[src/rtl/seq_priority_encoder.sv]
// Sequential priority encoder: captures a request vector and emits the index
// of each set bit, one per handshake, lowest-first or highest-first.
module seq_priority_encoder #(
  parameter int N = 8,
  parameter bit MSB_FIRST = 1'b0,
  localparam int W = $clog2(N)
) (
  input  logic         clk,
  input  logic         rst_n,
  input  logic         flush,
  input  logic         in_valid,
  output logic         in_ready,
  input  logic [N-1:0] in_vec,
  output logic         out_valid,
  input  logic         out_ready,
  output logic [W-1:0] out_idx,
  output logic         out_last,
  output logic [W:0]   hit_count,
  output logic         err_zero
);

  typedef enum logic {IDLE, DRAIN} state_t;

  localparam logic [N-1:0] ONE = {{(N-1){1'b0}}, 1'b1};

  state_t       state;
  logic [N-1:0] pending;
  logic [N-1:0] pend_clr;

  function automatic logic [W-1:0] sel_idx(input logic [N-1:0] v);
    sel_idx = '0;
    if (MSB_FIRST) begin
      for (int i = 0; i < N; i++)
        if (v[i]) sel_idx = W'(i);
    end else begin
      for (int i = N - 1; i >= 0; i--)
        if (v[i]) sel_idx = W'(i);
    end
  endfunction

  function automatic logic [W:0] popcnt(input logic [N-1:0] v);
    popcnt = '0;
    for (int i = 0; i < N; i++)
      popcnt = popcnt + {{W{1'b0}}, v[i]};
  endfunction

  function automatic logic single_bit(input logic [N-1:0] v);
    single_bit = (v != '0) && ((v & (v - ONE)) == '0);
  endfunction

  // Pending vector with the currently presented bit removed.
  always_comb begin
    pend_clr = pending & ~(ONE << out_idx);
  end

  // flush gates acceptance combinationally so an abort cycle never loads.
  assign in_ready  = (state == IDLE) && !flush;
  assign out_valid = (state == DRAIN);

  always_ff @(posedge clk or negedge rst_n) begin
    if (!rst_n) begin
      state     <= IDLE;
      pending   <= '0;
      out_idx   <= '0;
      out_last  <= 1'b0;
      hit_count <= '0;
      err_zero  <= 1'b0;
    end else begin
      err_zero <= 1'b0;
      case (state)
        IDLE: begin
          if (in_valid && !flush) begin
            if (in_vec != '0) begin
              pending   <= in_vec;
              hit_count <= popcnt(in_vec);
              out_idx   <= sel_idx(in_vec);
              out_last  <= single_bit(in_vec);
              state     <= DRAIN;
            end else begin
              err_zero <= 1'b1;
            end
          end
        end
        DRAIN: begin
          if (flush || (out_ready && out_last)) begin
            pending  <= '0;
            out_idx  <= '0;
            out_last <= 1'b0;
            state    <= IDLE;
          end else if (out_ready) begin
            pending  <= pend_clr;
            out_idx  <= sel_idx(pend_clr);
            out_last <= single_bit(pend_clr);
          end
        end
        default: state <= IDLE;
      endcase
    end
  end

endmodule
[config.mk]
export PLATFORM = sky130hd
export DESIGN_NAME = seq_priority_encoder
export DESIGN_NICKNAME = d
export VERILOG_FILES = /design/src/rtl/seq_priority_encoder.sv
export SDC_FILE = /design/constraint.sdc
export NUM_CORES = 1
export LEC_CHECK = 0
export ABC_AREA = 1
export BUFFER_PORTS_ARGS = -buffer_cell sky130_fd_sc_hd__buf_4
export CAP_MARGIN = 20
export CORE_ASPECT_RATIO = 0.5
export CORE_MARGIN = 5
export CORE_UTILIZATION = 55
export CTS_BUF_LIST = sky130_fd_sc_hd__clkbuf_4 sky130_fd_sc_hd__clkbuf_8 sky130_fd_sc_hd__clkbuf_16
export CTS_CLUSTER_DIAMETER = 60
export DETAILED_ROUTE_END_ITERATION = 7
export PLACE_DENSITY = 0.78
export SYNTH_ARGS = -nofsm -noshare
export SYNTH_HDL_FRONTEND = slang
export SYNTH_SLANG_ARGS = --single-unit
[constraint.sdc]
create_clock -name clk -period 2.5 [get_ports clk]
set_clock_uncertainty 0.1 [all_clocks]
set_input_delay 0.75 -clock clk [delete_from_list [all_inputs] [get_ports clk]]
set_output_delay 0.75 -clock clk [all_outputs]
set_load 0.05 [all_outputs]
==> results.cfg <==
[route]
vias = 1445
postRouteAntennaNets = 0
wl_per_cell_um = 13.9
drcViolationCount = 0
avgViaCountPerCell = 5.29
drt-initial-drc-count = 119
drt_wl_total_mm = 3.79
first_pass_iters = 4

[placement]
port_buffers = 23
place_hpwl_mm = 2.79
preCtsSetupSlack_ns = -0.948
place.gp.congestion = 0.892

[timing]
post-route-period-util = 1.25
setup_violations = 4
relSlewSlack = 0.690
max_freq_ghz = 0.320
rsz0062_at_grt = yes
period_minus_slack_ns = 3.12
fin_hold_ws_ns = 0.250
worst_pin_slew_ns = 0.465
hold_viol_final = 0
final_max_slew_viol_count = 0
setup_ws_ns = -0.624

[job]
max-cap-violations = 0

[critical_path]
critPathBufInv = 4
path_delay_family = adder cells
slowest_stage = fa_1
worst-setup-path-type = in -> reg
end_kind = flip-flop
path_max_fanout = 2
reg2reg_from = out_valid
crit_top_cell = fa_1
path_cells = buf_8 > fa_1 > inv_1 > fa_1 > fa_1 > inv_2 > ha_4 > inv_2 > fa_2 > o21ai_2
reg2reg_slack_ns = 0.78
crit-reg2reg-capture = out_idx[2]
slowest_delay_ns = 0.53
required_ns = 2.55
worstPathArrival_ns = 3.17
cp-start-kind = input pin
r2r_cells = 6

[floorplan]
io-pin-count = 24
start_util = 0.565
core_region_area_um2 = 2550
rows = 13
dieArea_um2 = 3810
fp.dieW_um = 82.4
die_h_um = 46.2

[clocking]
clock_latency_ns = 0.26
cts_made_buffers = 3
cts.clk_slew.worst_paths_ns = 0.07
cts_tree = done
cts-root-buf = clkbuf_8
cts_sinks = 18
ctsLongestPathBuffers = 2
h-tree-depth = 1
hold_buffers = 0

[yosys]
netlist_area_um2 = 1440
ys_warn_count = 0
synth_top_area_cell = dfrtp_1
netlist_top_cells_count = nand2_1 (57), nor2_1 (19), dfrtp_1 (18), inv_1 (17), a21oi_1 (13)
synthDistinctLibCells = 29
synth.avg_cell_area_um2 = 7.25
ys_seq_area_frac = 0.312
syn_nets = 221
yosys-top-cells-area = dfrtp_1 (31%), nand2_1 (15%), fa_1 (5.6%), nor2_1 (4.9%), a21oi_1 (4.5%)
yosys_most_used_dff = dfrtp_1
netlist_instances = 199
yosysMostFrequentCell = nand2_1
ys_async_sr_fraction = 1.00
synth_edf_count = 0
yosysTopAreaCellShare = 0.312
yosys_register_bits = 18

[grt]
grt_use_total = 0.226
grt-ovfl-total = 0
grt_pass1_wl_mm = 6.35
grt_pass1_vias = 1350
antenna_found_initial = 0
grt_start_max_net_pins = 19

[pwr]
power.leakage_nw = 0.973
powerDensity_nw_per_um2 = 851
ir_drop_mv = 0.665

[finish]
nets = 259
fin_util = 0.723
drive_gt1_frac = 0.335
num_antenna_cells = 0
syn2layout_area_growth_pct = 27.9

[status]
outcome = finished, violations left
violations = setup timing

[hold_path]
hold_class = in -> async
==> kinds of logic after synthesis <==
family / after synthesis / synth area share
AND/OR/NAND/NOR: 105 / 0.343
AO/OA/AOI/OAI: 37 / 0.152
buffers and inverters: 28 / 0.0798
flip-flops: 18 / 0.312
adder cells (fa/ha/maj): 9 / 0.0989
XOR/XNOR: 1 / 0.00607
multiplexers: 1 / 0.00781
==> per-stage QoR <==
step	power (mW)	cell area, µm²	std cells	setup TNS [ns]
2_1_floorplan	1.04	1450	199	-2.32
3_3_place_gp	1.24	1720	266	-3.03
3_5_place_dp	1.26	1720	266	-3.19
4_1_cts	1.54	1810	272	-1.95
5_1_grt	1.69	1850	273	-2.35
6_report	1.57	1850	273	-2.20
==> power by group <==
| group | internal, mW | switching [mW] |
|---|---|---|
| combinational | 0.314 | 0.563 |
| sequential | 0.370 | 0.0798 |
| clock | 0.140 | 0.103 |
==> what timing repair did <==
item	CTS	global route
setup buffers	2	1
gates resized for setup	9	5
endpoints found under the setup margin	4	4
pin swaps	4	2
==> layout make-up <==
type	count	area, µm²
tap	37	46.3
sequential	18	450
multi-input combinational	153	916
clock buffer	4	55.1
fill	212	708
timing repair buffer	35	278
inverter	26	100
==> per-layer routing <==
metal / routed length, µm / global-route usage / vias up
met2: 1720 / 0.365 / 63
met1: 1700 / 0.312 / 657
li1: - / - / 716
met3: 297 / 0.0410 / 9
met4: 73 / 0.0662 / 0
met5: 0 / 0 / -
==> worst max-delay path by stage <==
stage	start	end	slack (ns)	cells after the start
2_1_floorplan	in_vec[0]	hit_count[1]	-0.73	9
3_3_place_gp	in_vec[0]	hit_count[1]	-0.89	10
3_5_place_dp	in_vec[0]	hit_count[1]	-0.95	10
4_1_cts	in_vec[0]	hit_count[1]	-0.59	10
5_1_grt	in_vec[0]	hit_count[1]	-0.66	10
6_report	in_vec[0]	hit_count[1]	-0.62	10
==> worst register-to-register path: cells and delay by family (launching register included) <==
family | cells | cell delay, ns
and+or+nand+nor | 3 | 0.42
AOI/OAI and AO/OA | 2 | 0.25
DFF | 1 | 0.63
buffers and inverters | 1 | 0.24
==> layout by cell type (no fill, tap or decap), types with 3 or more instances in the layout <==
cell type / netlist / layout
o21ai_1: 3 / 4
nor2_2: 4 / 4
nand2_4: 4 / 4
o21ai_2: 4 / 5
fa_1: 4 / 3
clkbuf_8: 0 / 4
o21ai_0: 7 / 5
nor2_1: 19 / 19
nand3_1: 9 / 9
dfrtp_1: 18 / 18
buf_4: 0 / 32
nand2_1: 57 / 57
nand2_2: 7 / 7
inv_2: 8 / 10
o22ai_1: 6 / 6
inv_1: 17 / 15
a21oi_1: 13 / 12
ha_1: 5 / 4
==> sequential cells by signal, summed over array words and instances, names as in the netlist <==
register,flops
err_zero,1
out_idx,3
out_valid,1
out_last,1
pending,8
hit_count,4
Note: power is estimated with default switching activity, not from simulation.
